===== src/rtl/pccard_host_ctrl.sv =====
// pccard_host_ctrl: host-side PC Card bus initiator for the Gayle PCMCIA path.
// Turns a single-request CPU handshake into a timed card cycle (setup, strobe,
// hold) on common memory, attribute memory or I/O space. Every output is
// registered and aligned with the state register, so the strobe window is
// exactly as long as the state that drives it.
// Optional feature macro: PCC_TIMEOUT_EN bounds how long cc_wait may stretch
// the strobe. When it is defined, an expired access returns 16'hFFFF with err=1.
module pccard_host_ctrl #(
  parameter int unsigned SETUP_CYC   = 2,
  parameter int unsigned STROBE_CYC  = 4,
  parameter int unsigned HOLD_CYC    = 1,
  parameter int unsigned TIMEOUT_CYC = 255
) (
  input  logic        clk,
  input  logic        reset,
  // CPU-side request
  input  logic        req,
  input  logic [1:0]  req_space,
  input  logic        req_we,
  input  logic [25:0] req_addr,
  input  logic [1:0]  req_be,
  input  logic [15:0] req_wdata,
  output logic        ack,
  output logic [15:0] rdata,
  output logic        err,
  output logic        busy,
  // card bus
  output logic [25:0] cc_addr,
  output logic [15:0] cc_dout,
  input  logic [15:0] cc_din,
  output logic        cc_reg,
  output logic        cc_oe,
  output logic        cc_we,
  output logic        cc_iord,
  output logic        cc_iowr,
  output logic        cc_ce1,
  output logic        cc_ce2,
  input  logic        cc_wait,
  input  logic        cc_ireq,
  output logic        irq
);

  typedef enum logic [2:0] {
    IDLE,
    SETUP,
    STROBE,
    HOLD,
    ACK
  } state_t;

  localparam logic [1:0] SPACE_COMMON = 2'b00;
  localparam logic [1:0] SPACE_IO     = 2'b10;
  localparam logic [1:0] SPACE_RSVD   = 2'b11;

  // The counter is sized to hold the largest timing parameter unchanged.
  localparam int unsigned MAX_SS  = (SETUP_CYC > STROBE_CYC) ? SETUP_CYC : STROBE_CYC;
  localparam int unsigned MAX_SSH = (MAX_SS > HOLD_CYC) ? MAX_SS : HOLD_CYC;
  localparam int unsigned MAX_CYC = (MAX_SSH > TIMEOUT_CYC) ? MAX_SSH : TIMEOUT_CYC;
  localparam int unsigned CNT_W   = (MAX_CYC < 2) ? 1 : $clog2(MAX_CYC + 1);

  state_t             state_q, state_d;
  logic [CNT_W-1:0]   cnt_q, cnt_d;
  logic [1:0]         space_q;
  logic               we_q;
  logic [1:0]         be_q;
  logic [15:0]        rd_cap;
  logic               ireq_s1;
  logic               accept_bus;
  logic               accept_null;
  logic               timeout_hit;
  logic               is_io;
  logic               unused_addr0;

  // Bit 0 of the byte address is rebuilt from the byte enables.
  assign unused_addr0 = req_addr[0];

  assign accept_bus  = (state_q == IDLE) && req && (req_be != 2'b00) && (req_space != SPACE_RSVD);
  assign accept_null = (state_q == IDLE) && req && !accept_bus;
  assign is_io       = (space_q == SPACE_IO);

`ifdef PCC_TIMEOUT_EN
  logic [CNT_W-1:0] wcnt_q, wcnt_d;
  logic             to_q;
`endif

  // Card read data placed on the CPU lanes; the unused byte reads as FFh.
  function automatic logic [15:0] lane_rd(input logic [1:0] be, input logic [15:0] din);
    case (be)
      2'b11:   lane_rd = din;
      2'b01:   lane_rd = {8'hFF, din[7:0]};
      default: lane_rd = {din[7:0], 8'hFF};
    endcase
  endfunction

  // CPU write data placed on the card lanes; an odd byte travels on [7:0].
  function automatic logic [15:0] lane_wr(input logic [1:0] be, input logic [15:0] wd);
    lane_wr = (be == 2'b10) ? {wd[15:8], wd[15:8]} : wd;
  endfunction

  // Next-state logic: one down-counter reloaded on every state entry.
  always_comb begin
    // NOTE: every signal written here gets a default first so no latch is inferred.
    state_d     = state_q;
    cnt_d       = cnt_q;
    timeout_hit = 1'b0;
`ifdef PCC_TIMEOUT_EN
    wcnt_d      = wcnt_q;
`endif
    case (state_q)
      IDLE: begin
        if (accept_bus) begin
          state_d = SETUP;
          cnt_d   = CNT_W'(SETUP_CYC - 1);
        end else if (accept_null) begin
          state_d = ACK;
        end
      end
      SETUP: begin
        if (cnt_q == '0) begin
          state_d = STROBE;
          cnt_d   = CNT_W'(STROBE_CYC - 1);
`ifdef PCC_TIMEOUT_EN
          wcnt_d  = '0;
`endif
        end else begin
          cnt_d = cnt_q - CNT_W'(1);
        end
      end
      STROBE: begin
        if (cnt_q != '0) begin
          // cc_wait is not looked at until the minimum strobe has elapsed.
          cnt_d = cnt_q - CNT_W'(1);
        end else if (cc_wait) begin
`ifdef PCC_TIMEOUT_EN
          if (wcnt_q == CNT_W'(TIMEOUT_CYC)) begin
            timeout_hit = 1'b1;
            state_d     = HOLD;
            cnt_d       = CNT_W'(HOLD_CYC - 1);
          end else begin
            wcnt_d = wcnt_q + CNT_W'(1);
          end
`endif
        end else begin
          state_d = HOLD;
          cnt_d   = CNT_W'(HOLD_CYC - 1);
        end
      end
      HOLD: begin
        if (cnt_q == '0) begin
          state_d = ACK;
        end else begin
          cnt_d = cnt_q - CNT_W'(1);
        end
      end
      ACK: begin
        state_d = IDLE;
      end
      default: begin
        state_d = IDLE;
      end
    endcase
  end

  // State, counter, latched request and read-data capture.
  always_ff @(posedge clk or posedge reset) begin
    if (reset) begin
      // NOTE: non-blocking assignments keep every flop updating from pre-edge values.
      state_q <= IDLE;
      cnt_q   <= '0;
      space_q <= 2'b00;
      we_q    <= 1'b0;
      be_q    <= 2'b00;
      rd_cap  <= 16'h0000;
`ifdef PCC_TIMEOUT_EN
      wcnt_q  <= '0;
      to_q    <= 1'b0;
`endif
    end else begin
      state_q <= state_d;
      cnt_q   <= cnt_d;
`ifdef PCC_TIMEOUT_EN
      wcnt_q  <= wcnt_d;
      if (accept_bus) begin
        to_q <= 1'b0;
      end else if (timeout_hit) begin
        to_q <= 1'b1;
      end
`endif
      if (accept_bus) begin
        space_q <= req_space;
        we_q    <= req_we;
        be_q    <= req_be;
      end
      // Card data is taken in the last strobe cycle, as the strobe ends.
      if ((state_q == STROBE) && (state_d == HOLD) && !we_q) begin
        rd_cap <= timeout_hit ? 16'hFFFF : lane_rd(be_q, cc_din);
      end
    end
  end

  // Registered bus and handshake outputs, decoded from the next state.
  always_ff @(posedge clk or posedge reset) begin
    if (reset) begin
      ack     <= 1'b0;
      busy    <= 1'b0;
      rdata   <= 16'h0000;
      cc_addr <= '0;
      cc_dout <= '0;
      cc_reg  <= 1'b0;
      cc_oe   <= 1'b0;
      cc_we   <= 1'b0;
      cc_iord <= 1'b0;
      cc_iowr <= 1'b0;
      cc_ce1  <= 1'b0;
      cc_ce2  <= 1'b0;
    end else begin
      ack     <= (state_d == ACK);
      busy    <= (state_d != IDLE);
      cc_oe   <= (state_d == STROBE) && !is_io && !we_q;
      cc_we   <= (state_d == STROBE) && !is_io &&  we_q;
      cc_iord <= (state_d == STROBE) &&  is_io && !we_q;
      cc_iowr <= (state_d == STROBE) &&  is_io &&  we_q;
      if (accept_bus) begin
        cc_addr <= {req_addr[25:1], (req_be == 2'b10)};
        cc_dout <= req_we ? lane_wr(req_be, req_wdata) : 16'h0000;
        cc_ce1  <= 1'b1;
        cc_ce2  <= (req_be == 2'b11);
        cc_reg  <= (req_space != SPACE_COMMON);
      end else if ((state_d == ACK) || (state_d == IDLE)) begin
        cc_ce1 <= 1'b0;
        cc_ce2 <= 1'b0;
        cc_reg <= 1'b0;
      end
      // rdata changes only when an access completes; writes leave it alone.
      if (accept_null) begin
        rdata <= 16'hFFFF;
      end else if ((state_d == ACK) && (state_q == HOLD) && !we_q) begin
        rdata <= rd_cap;
      end
    end
  end

`ifdef PCC_TIMEOUT_EN
  // Error flag accompanies the ack of an access that timed out.
  always_ff @(posedge clk or posedge reset) begin
    if (reset) begin
      err <= 1'b0;
    end else begin
      err <= (state_d == ACK) && (state_q == HOLD) && to_q;
    end
  end
`else
  assign err = 1'b0;
`endif

  // Two-flop synchronizer for the asynchronous card interrupt.
  always_ff @(posedge clk or posedge reset) begin
    if (reset) begin
      ireq_s1 <= 1'b0;
      irq     <= 1'b0;
    end else begin
      ireq_s1 <= cc_ireq;
      irq     <= ireq_s1;
    end
  end

endmodule


===== config.mk =====
export PLATFORM = sky130hd
export DESIGN_NAME = pccard_host_ctrl
export DESIGN_NICKNAME = d
export VERILOG_FILES = /design/src/rtl/pccard_host_ctrl.sv
export SDC_FILE = /design/constraint.sdc
export NUM_CORES = 1
export LEC_CHECK = 0
export BUFFER_PORTS_ARGS = -buffer_cell sky130_fd_sc_hd__buf_4
export CAP_MARGIN = 20
export CORE_MARGIN = 2
export CORE_UTILIZATION = 53
export CTS_BUF_LIST = sky130_fd_sc_hd__clkbuf_8
export DETAILED_ROUTE_END_ITERATION = 12
export PLACE_DENSITY_LB_ADDON = 0.25
export SLEW_MARGIN = 20
export SYNTH_ARGS = -nofsm -noshare
export SYNTH_HDL_FRONTEND = slang
export SYNTH_SLANG_ARGS = --single-unit

===== constraint.sdc =====
create_clock -name clk -period 4 [get_ports clk]
set_clock_uncertainty 0.1 [all_clocks]
set_input_delay 0.8 -clock clk [delete_from_list [all_inputs] [get_ports clk]]
set_output_delay 0.8 -clock clk [all_outputs]
set_load 0.005 [all_outputs]

Yosys cells after proc, flatten, opt, wreduce, memory -nomap -nowiden
Index checks and enable logic that the tools add are counted.
{ "word_totals": {"register_bits": 101, "latchBits": 0, "ram_bits": 0, "mem_bits_ro": 0, "inputBits": 68, "out_inout_bits": 69, "wordCells": 87, "n_memories": 0} }
{ "op_classes": {"addsub": 1, "n_mul": 0, "div": 0, "magnitude_cmp": 0, "n_eq_ne": 15, "n_shift": 0, "muxes": 22, "n_bitwise": 0, "n_reduce_logical": 29} }
{ "ops": {"columns": ["op", "n"], "rows": [
  ["16-bit two-way mux", 3],
  ["8-bit two-way mux", 6],
  ["16-bit one-hot mux with 2 select lines", 1],
  ["8-bit one-hot mux with 4 select lines", 1],
  ["3-bit two-way mux", 6],
  ["1-bit logical AND", 14],
  ["3-bit by 2-bit equality test with 1-bit output (second input constant)", 4],
  ["3-bit one-hot mux with 4 select lines", 1],
  ["2-bit equality test (second input constant)", 4],
  ["8-bit zero test", 1],
  ["2-bit nonzero test", 4],
  ["8-bit nonzero test", 1],
  ["8-bit by 1-bit subtractor with 8-bit output (second input constant)", 1],
  ["3-bit zero test", 2],
  ["2-bit != test (second input constant)", 3],
  ["1-bit two-way mux", 4],
  ["4-bit AND reduction", 1],
  ["4-bit nonzero test", 1],
  ["3-bit by 1-bit equality test with 1-bit output (second input constant)", 1],
  ["3-bit equality test (second input constant)", 1],
  ["1-bit zero test", 3],
  ["3-bit != test (second input constant)", 1],
  ["3-bit nonzero test", 1],
  ["2-bit by 1-bit equality test with 1-bit output (second input constant)", 1],
  ["1-bit logical OR", 1]
]} }

Depth between registers and ports, before layout
Gate-level depths: netlist of the first run.
{ "depth": {"depth_word": 14, "ltp_mapped": 8, "mapped_depth_nobuf": 6} }

Worst setup path before layout of the first run
Ideal clock, no wire load.
{ "synth_timing": {"path_type": "input -> register", "from": "input port req", "to": "register cc_addr[10]", "setup_ns": 0.125, "arrival_ns": 1.784, "t_required_ns": 3.775, "setup_slack_ns": 1.991, "path_stages": 5, "path_buffers": 2, "cell_sequence": "nor4b_2 > nand2_1 > buf_2 > buf_2 > mux2_2"} }
{ "synth_via": {"elab_chain_len": 3} }
{ "synth_rtl": {"columns": ["element", "line", "text"], "rows": [
  ["start: declaration", "17", "input logic req,"],
  ["1-bit logical AND (3 in series)", "77", "assign accept_bus = (state_q == IDLE) && req && (req_be != 2'b00) && (req_space != SPACE_RSVD);"],
  ["end signal: assignment", "224", "cc_addr <= {req_addr[25:1], (req_be == 2'b10)};"],
  ["end: declaration", "28", "output logic [25:0] cc_addr,"]
]} }
No other way between the ends.
A chain may end at the register's enable or synchronous reset.

Worst setup path in the final report of the first run
{ "layout_timing": {"from": "register cnt_q[0]", "to": "register rdata[0]"} }
{ "layout_via": {"elab_chain_len": 7, "elab_cells_between_ends": 10, "classes_between": "1 x eq/ne; 4 x mux; 5 x reduce/logical"} }
{ "layout_rtl": {"columns": ["element", "line", "text"], "rows": [
  ["start: declaration", "62", "logic [CNT_W-1:0] cnt_q, cnt_d;"],
  ["start signal: assignment", "180", "cnt_q <= cnt_d;"],
  ["8-bit zero test / 8-bit nonzero test (equally long branches)", "119, 149, 130", null],
  ["3-bit two-way mux (on tied branches)", "149, 119, 130", null],
  ["3-bit one-hot mux with 4 select lines (*)", "109", "case (state_q)"],
  ["3-bit equality test (*)", "237", "end else if ((state_d == ACK) && (state_q == HOLD) && !we_q) begin"],
  ["1-bit logical AND (*) (2 in series)", "237", null],
  ["2-bit nonzero test (no source line) (*)", null, null],
  ["end signal: assignment", "238", "rdata <= rd_cap;"],
  ["end: declaration", "24", "output logic [15:0] rdata,"]
]} }
Mark *: on every way between the ends. The rest lies on a longest branch, timed or not.

==> results of run 1 <==
## routing by layer
metal	vias up	wire [µm]	track usage	share of wire
li1	1648	-	-	-
met3	14	670	0.0607	0.067
met4	0	173	0.0809	0.017
met1	1649	4110	0.299	0.41
met2	108	5040	0.405	0.50
met5	-	0	0	0
## layout make-up
type,instances,area share
Inverter,15,0.0106
Clock buffer,10,0.0248
Sequential cell,101,0.455
Timing Repair Buffer,137,0.185
Multi-Input combinational cell,263,0.295
Tap cell,102,0.0230
Clock inverter,6,0.00698
## power groups by stage
stage	clock network (mW)	registers (mW)	logic, mW
detailed placement	0	1.71	1.46
finish	0.592	1.70	1.45
CTS	0.602	1.70	1.46
global route	0.642	1.76	1.61
global placement	0	1.68	1.40
floorplan	0	1.63	0.878
## through the flow
| step | hold WS (ns) | worst slack (ns) | total power, mW | cell area, µm² | utilization |
|---|---|---|---|---|---|
| 5_1_grt | 0.292 | 1.30 | 4.00 | 5560 | 0.712 |
| 6_report | 0.277 | 1.62 | 3.73 | 5560 | 0.712 |
| 3_5_place_dp | 0.255 | 1.40 | 3.17 | 5380 | 0.689 |
| 3_3_place_gp | 0.232 | 1.43 | 3.09 | 5380 | 0.689 |
| 4_1_cts | 0.277 | 1.57 | 3.76 | 5560 | 0.712 |
| 2_1_floorplan | 0.231 | 0.453 | 2.51 | 4330 | - |
## layout by cell type, fill, tap and decap left out, drive strengths merged, types with 2 or more instances in the layout
master / netlist / routed
mux2i: 8 / 8
or4: 2 / 2
and3: 2 / 2
a21oi: 5 / 5
buf: 12 / 137
dfrtp: 101 / 101
nand4: 4 / 4
clkbuf: 11 / 10
o21a: 2 / 2
nor4bb: 2 / 2
a211o: 2 / 2
nand2: 77 / 77
nor3: 4 / 4
nand3: 20 / 20
a22o: 9 / 9
nor4: 5 / 5
nor2: 22 / 22
mux2: 28 / 28
nor2b: 3 / 3
o21ai: 27 / 27
a31oi: 10 / 10
clkinv: 0 / 3
inv: 15 / 17
nand2b: 3 / 3
nor4b: 2 / 2
o22ai: 8 / 8
## cell families (layout without fill, tap and decap cells)
kind of cell | Yosys count | after routing | synth area share
other | 1 | 1 | 0.000865
xor gates and xnor gates | 1 | 1 | 0.00202
buffers and inverters | 38 | 168 | 0.0390
adders and majority gates | 1 | 1 | 0.00289
AOI/OAI and AO/OA | 72 | 72 | 0.109
muxes | 36 | 36 | 0.0912
DFF | 101 | 101 | 0.583
and+or+nand+nor | 152 | 152 | 0.172
## worst paths after layout
kind,endpoint,cells past startpoint,from
min in group asynchronous,cc_addr[23],2,reset
setup reg to reg,rdata[0],6,cnt_q[0]
hold / removal,irq,0,ireq_s1
hold reg to reg,irq,0,ireq_s1
setup / recovery,rdata[0],6,cnt_q[0]
max in group asynchronous,cc_addr[6],3,reset
==> flow_summary.json, run 1 <==
{
  "drc": 0,
  "ioPinCount": 137,
  "synth_cells": 402,
  "ys_seq_area_frac": 0.583,
  "nets": 596,
  "synth_ff_type": "dfrtp_1",
  "gp_routability_congestion": 0.805,
  "critPathRequiredTime_ns": 4.12,
  "diodes": 0,
  "drtPass1Iterations": 4,
  "peakVddDrop_v": 0.000341,
  "synth_edf_count": 0,
  "synth_common_cells": "101 x dfrtp_1, 77 x nand2_1, 28 x mux2_2",
  "cts_hold_buf": 0,
  "end_kind": "flip-flop",
  "cts_setup_buffers": 0,
  "p_int_mw": 2.41,
  "avgViaCountPerCell": 5.39,
  "synthArstFlopShare": 1.00,
  "rrSetupSlack_ns": 1.62,
  "coreArea_um2": 7810,
  "finalSetupViolCount": 0,
  "dp_hpwl_um": 7270,
  "worst_pin_slew_ns": 0.780,
  "die_y_um": 94.4,
  "clockRootBuffer": "clkbuf_8",
  "start_util": 0.555,
  "grt_pass1_vias": 3442,
  "path_buf_inv": 1,
  "vias": 3419,
  "routed_wl_um": 9990,
  "ff_latch_area_um2": 2530,
  "switchingPower_mw": 1.32,
  "power_frac_seq": 0.454,
  "max_freq_mhz": 420,
  "max_slew_margin": 0.478,
  "critPathMaxStageDelay_ns": 0.61,
  "place.port_buffers": 134,
  "fin_setup_tns_ns": 0,
  "final_hold_viol_count": 0,
  "min_period_ns": 2.38,
  "wire_per_inst_um": 15.8,
  "rsz0062_at_grt": "false",
  "synth.top_cell.area_share": 0.583,
  "insertion_delay_ns": 0.36,
  "grt.total_usage": 0.239,
  "worstPathArrival_ns": 2.50,
  "synth_cell_types": 52,
  "period_share": 0.595,
  "fin_cells": 634,
  "clock_path_buffers": 2,
  "antenna_found_initial": 0,
  "cts_made_buffers": 9,
  "synth.avg_cell_area_um2": 10.8,
  "row_count": 32,
  "largest_reg_flops": 26,
  "clkSinkCount": 101,
  "p_clk_frac": 0.159,
  "ant_nets": 0,
  "synth_top_area_cell": "dfrtp_1",
  "syn2layout_area_growth_pct": 28.3,
  "cap_violations": 0,
  "hold_class": "flip-flop to flip-flop",
  "cp_top_family": "simple AND/OR/NAND/NOR gates",
  "grt.overflow.total": 0,
  "clk_pin_slew_ns": 0.10,
  "multi_input_area_um2": 1640,
  "power_frac_comb": 0.387,
  "drive_gt1_frac": 0.361,
  "fillCellCount": 594,
  "worstSetupPathType": "flip-flop to flip-flop",
  "cpMostUsedCell": "nand3_1",
  "tritoncts": "built",
  "synth.area.top_cells": "dfrtp_1 58%, mux2_2 7.3%, nand2_1 6.7%, o21ai_0 3.0%, nand3_1 2.3%",
  "cp-start-kind": "flip-flop",
  "slowest_stage": "nand3_1",
  "cts_resized": 0,
  "cts-htree-levels": 3,
  "netlist_area_um2": 4330,
  "regMostFlops": "cc_addr",
  "grt_pass1_wl_um": 16500,
  "p_leak_nw": 2.75,
  "switching_share": 0.354,
  "dp.cells": 618,
  "syn-num-nets": 471,
  "grt_max_degree": 58,
  "power.density_nw_per_um2": 672,
  "run_status": "finished, final reports clean",
  "ys_ff_latch": 101,
  "synth_most_common_cell": "dfrtp_1",
  "path_cells": "inv_1 > ha_1 > nor3b_1 > nand3_1 > nand2_1 > nand3_1",
  "yosys_warnings": 0,
  "die_area_um2": 8920,
  "die_width_um": 94.4,
  "drv_slew": 0,
  "crit_fanout": 16,
  "drt_iter0_markers": 148
}
Power figures use the tool's default switching activity.
==> run 2, diff against run 1 <==
--- a/config.mk
+++ b/config.mk
@@ -8,7 +8,7 @@
 export BUFFER_PORTS_ARGS = -buffer_cell sky130_fd_sc_hd__buf_4
 export CAP_MARGIN = 20
 export CORE_MARGIN = 2
-export CORE_UTILIZATION = 53
+export CORE_UTILIZATION = 48
 export CTS_BUF_LIST = sky130_fd_sc_hd__clkbuf_8
 export DETAILED_ROUTE_END_ITERATION = 12
 export PLACE_DENSITY_LB_ADDON = 0.25
==> constraint.sdc (replaced) <==
create_clock -name clk -period 2.1 [get_ports clk]
set_clock_uncertainty 0.1 [all_clocks]
set_input_delay 0.42 -clock clk [delete_from_list [all_inputs] [get_ports clk]]
set_output_delay 0.42 -clock clk [all_outputs]
set_load 0.005 [all_outputs]
==> run 2 against run 1 <==
Compared with the run above: die area rose by 10%; critical endpoint is now cc_we; critical path depth fell by 2; total power rose by 100%; cell count rose by 2.7%; setup slack got worse by 1.4 ns; via count rose by 1.0%; wire length rose by 1.2%; sequential share of layout area fell by 1.6 points; sequential power rose by 90%; register-to-register slack got worse by 1.4 ns.
==> flow_summary.json, run 2 (synthesized netlist as in run 1, its figures left out) <==
{
  "tritoncts": "built",
  "power_frac_seq": 0.425,
  "gp_routability_congestion": 0.844,
  "die_width_um": 99.0,
  "grt_pass1_wl_um": 16400,
  "coreArea_um2": 8720,
  "whs_ns": 0.0168,
  "crit_fanout": 5,
  "worstPathArrival_ns": 2.05,
  "peakVddDrop_v": 0.000633,
  "cap_violations": 0,
  "drt_iter0_markers": 119,
  "fin_ws_ns": 0.188,
  "hold_class": "primary input to async pin",
  "multi_input_area_um2": 1650,
  "cts-htree-levels": 3,
  "final_hold_viol_count": 0,
  "max_slew_margin": 0.563,
  "row_count": 34,
  "clkSinkCount": 101,
  "switchingPower_mw": 2.56,
  "power.density_nw_per_um2": 1320,
  "ant_nets": 0,
  "clock_path_buffers": 2,
  "critPathMaxStageDelay_ns": 0.61,
  "cts_made_buffers": 9,
  "antenna_found_initial": 0,
  "top_layer": "met4",
  "p_int_mw": 5.04,
  "wl_met1_um": 4210,
  "worst_pin_slew_ns": 0.654,
  "layout_commonest_cell": "buf_4",
  "regMostFlops": "cc_addr",
  "worstSetupPathType": "flip-flop to flip-flop",
  "routed_wl_um": 10100,
  "cp_top_family": "simple AND/OR/NAND/NOR gates",
  "routed-wl-met2_um": 4910,
  "avgViaCountPerCell": 5.31,
  "drive_gt1_frac": 0.374,
  "clockRootBuffer": "clkbuf_8",
  "path_cells": "or4_4 > o31a_1 > o21ai_4 > nor3_1",
  "grt_pass1_vias": 3482,
  "drv_slew": 0,
  "cp-start-kind": "flip-flop",
  "grt_max_degree": 62,
  "die_area_um2": 9810,
  "start_util": 0.497,
  "p_leak_nw": 2.85,
  "grt.total_usage": 0.212,
  "insertion_delay_ns": 0.36,
  "drc": 0,
  "fillCellCount": 696,
  "diodes": 0,
  "run_status": "finished, final reports clean",
  "drtPass1Iterations": 4,
  "ff_latch_area_um2": 2530,
  "period_share": 0.911,
  "wire_per_inst_um": 15.5,
  "rrSetupSlack_ns": 0.19,
  "pre_cts_ws_ns": 0.0878,
  "place.port_buffers": 134,
  "finalSetupViolCount": 0,
  "max_freq_mhz": 523,
  "clk_pin_slew_ns": 0.10,
  "fin_setup_tns_ns": 0,
  "slowest_stage": "or4_4",
  "end_kind": "flip-flop",
  "die_y_um": 99.0,
  "grt.overflow.total": 0,
  "dp_hpwl_um": 7360,
  "path_buf_inv": 0,
  "cts_hold_buf": 0,
  "switching_share": 0.337,
  "largest_reg_flops": 26,
  "critPathRequiredTime_ns": 2.24,
  "min_period_ns": 1.91,
  "power_frac_comb": 0.383,
  "ioPinCount": 137,
  "layout_common_cells": "145 x buf_4, 101 x dfrtp_1, 76 x nand2_1, 28 x mux2_2, 26 x o21ai_0",
  "rsz0062_at_grt": "false",
  "vias": 3454,
  "p_clk_frac": 0.193,
  "wl_met3_um": 778,
  "nets": 608,
  "syn2layout_area_growth_pct": 33.1
}
==> run 2: cell type report <==
class                           count  share of cell area
Sequential cell                   101               0.438
Multi-Input combinational cell    263               0.286
Timing Repair Buffer              149               0.201
Tap cell                          108              0.0234
Clock buffer                        9              0.0215
Clock inverter                      6              0.0193
Inverter                           15              0.0104
==> run 2: what timing repair did <==
action                                  4_1_cts  5_1_grt
buffers inserted                              0        0
gates resized for setup                       0        3
endpoints found under the setup margin        0        6
hold endpoints to repair                      0        0
==> run 2: metrics by stage <==
step	power, mW	utilization	std cells	instance area (µm²)
3_5_place_dp	6.17	0.633	636	5520
3_3_place_gp	6.03	0.633	636	5520
2_1_floorplan	4.78	-	402	4340
5_1_grt	8.12	0.661	651	5770
4_1_cts	7.64	0.660	651	5750
6_report	7.60	0.661	651	5770
==> run 2: path summary, 6_finish.rpt <==
path                          start    endpoint  depth (start not counted)
setup / recovery           cnt_q[6]       cc_we                          4
hold / removal                reset    cnt_q[4]                          2
setup reg to reg           cnt_q[6]       cc_we                          4
hold reg to reg             ireq_s1         irq                          0
max in group asynchronous     reset  cc_addr[5]                          3
min in group clk            cc_ireq     ireq_s1                          1
==> run 2: power groups by stage <==
stage	combinational, mW	sequential [mW]	clock, mW
after floorplan	1.67	3.11	0
after global placement	2.82	3.21	0
after detailed placement	2.92	3.25	0
after CTS	2.92	3.23	1.49
after global routing	3.22	3.33	1.57
final	2.91	3.23	1.47
==> run 2: layer usage <==
metal / up-vias / track usage
li1: 1665 / -
met1: 1657 / 0.265
met3: 20 / 0.0709
met5: - / 0
met2: 112 / 0.343
met4: 0 / 0.0832
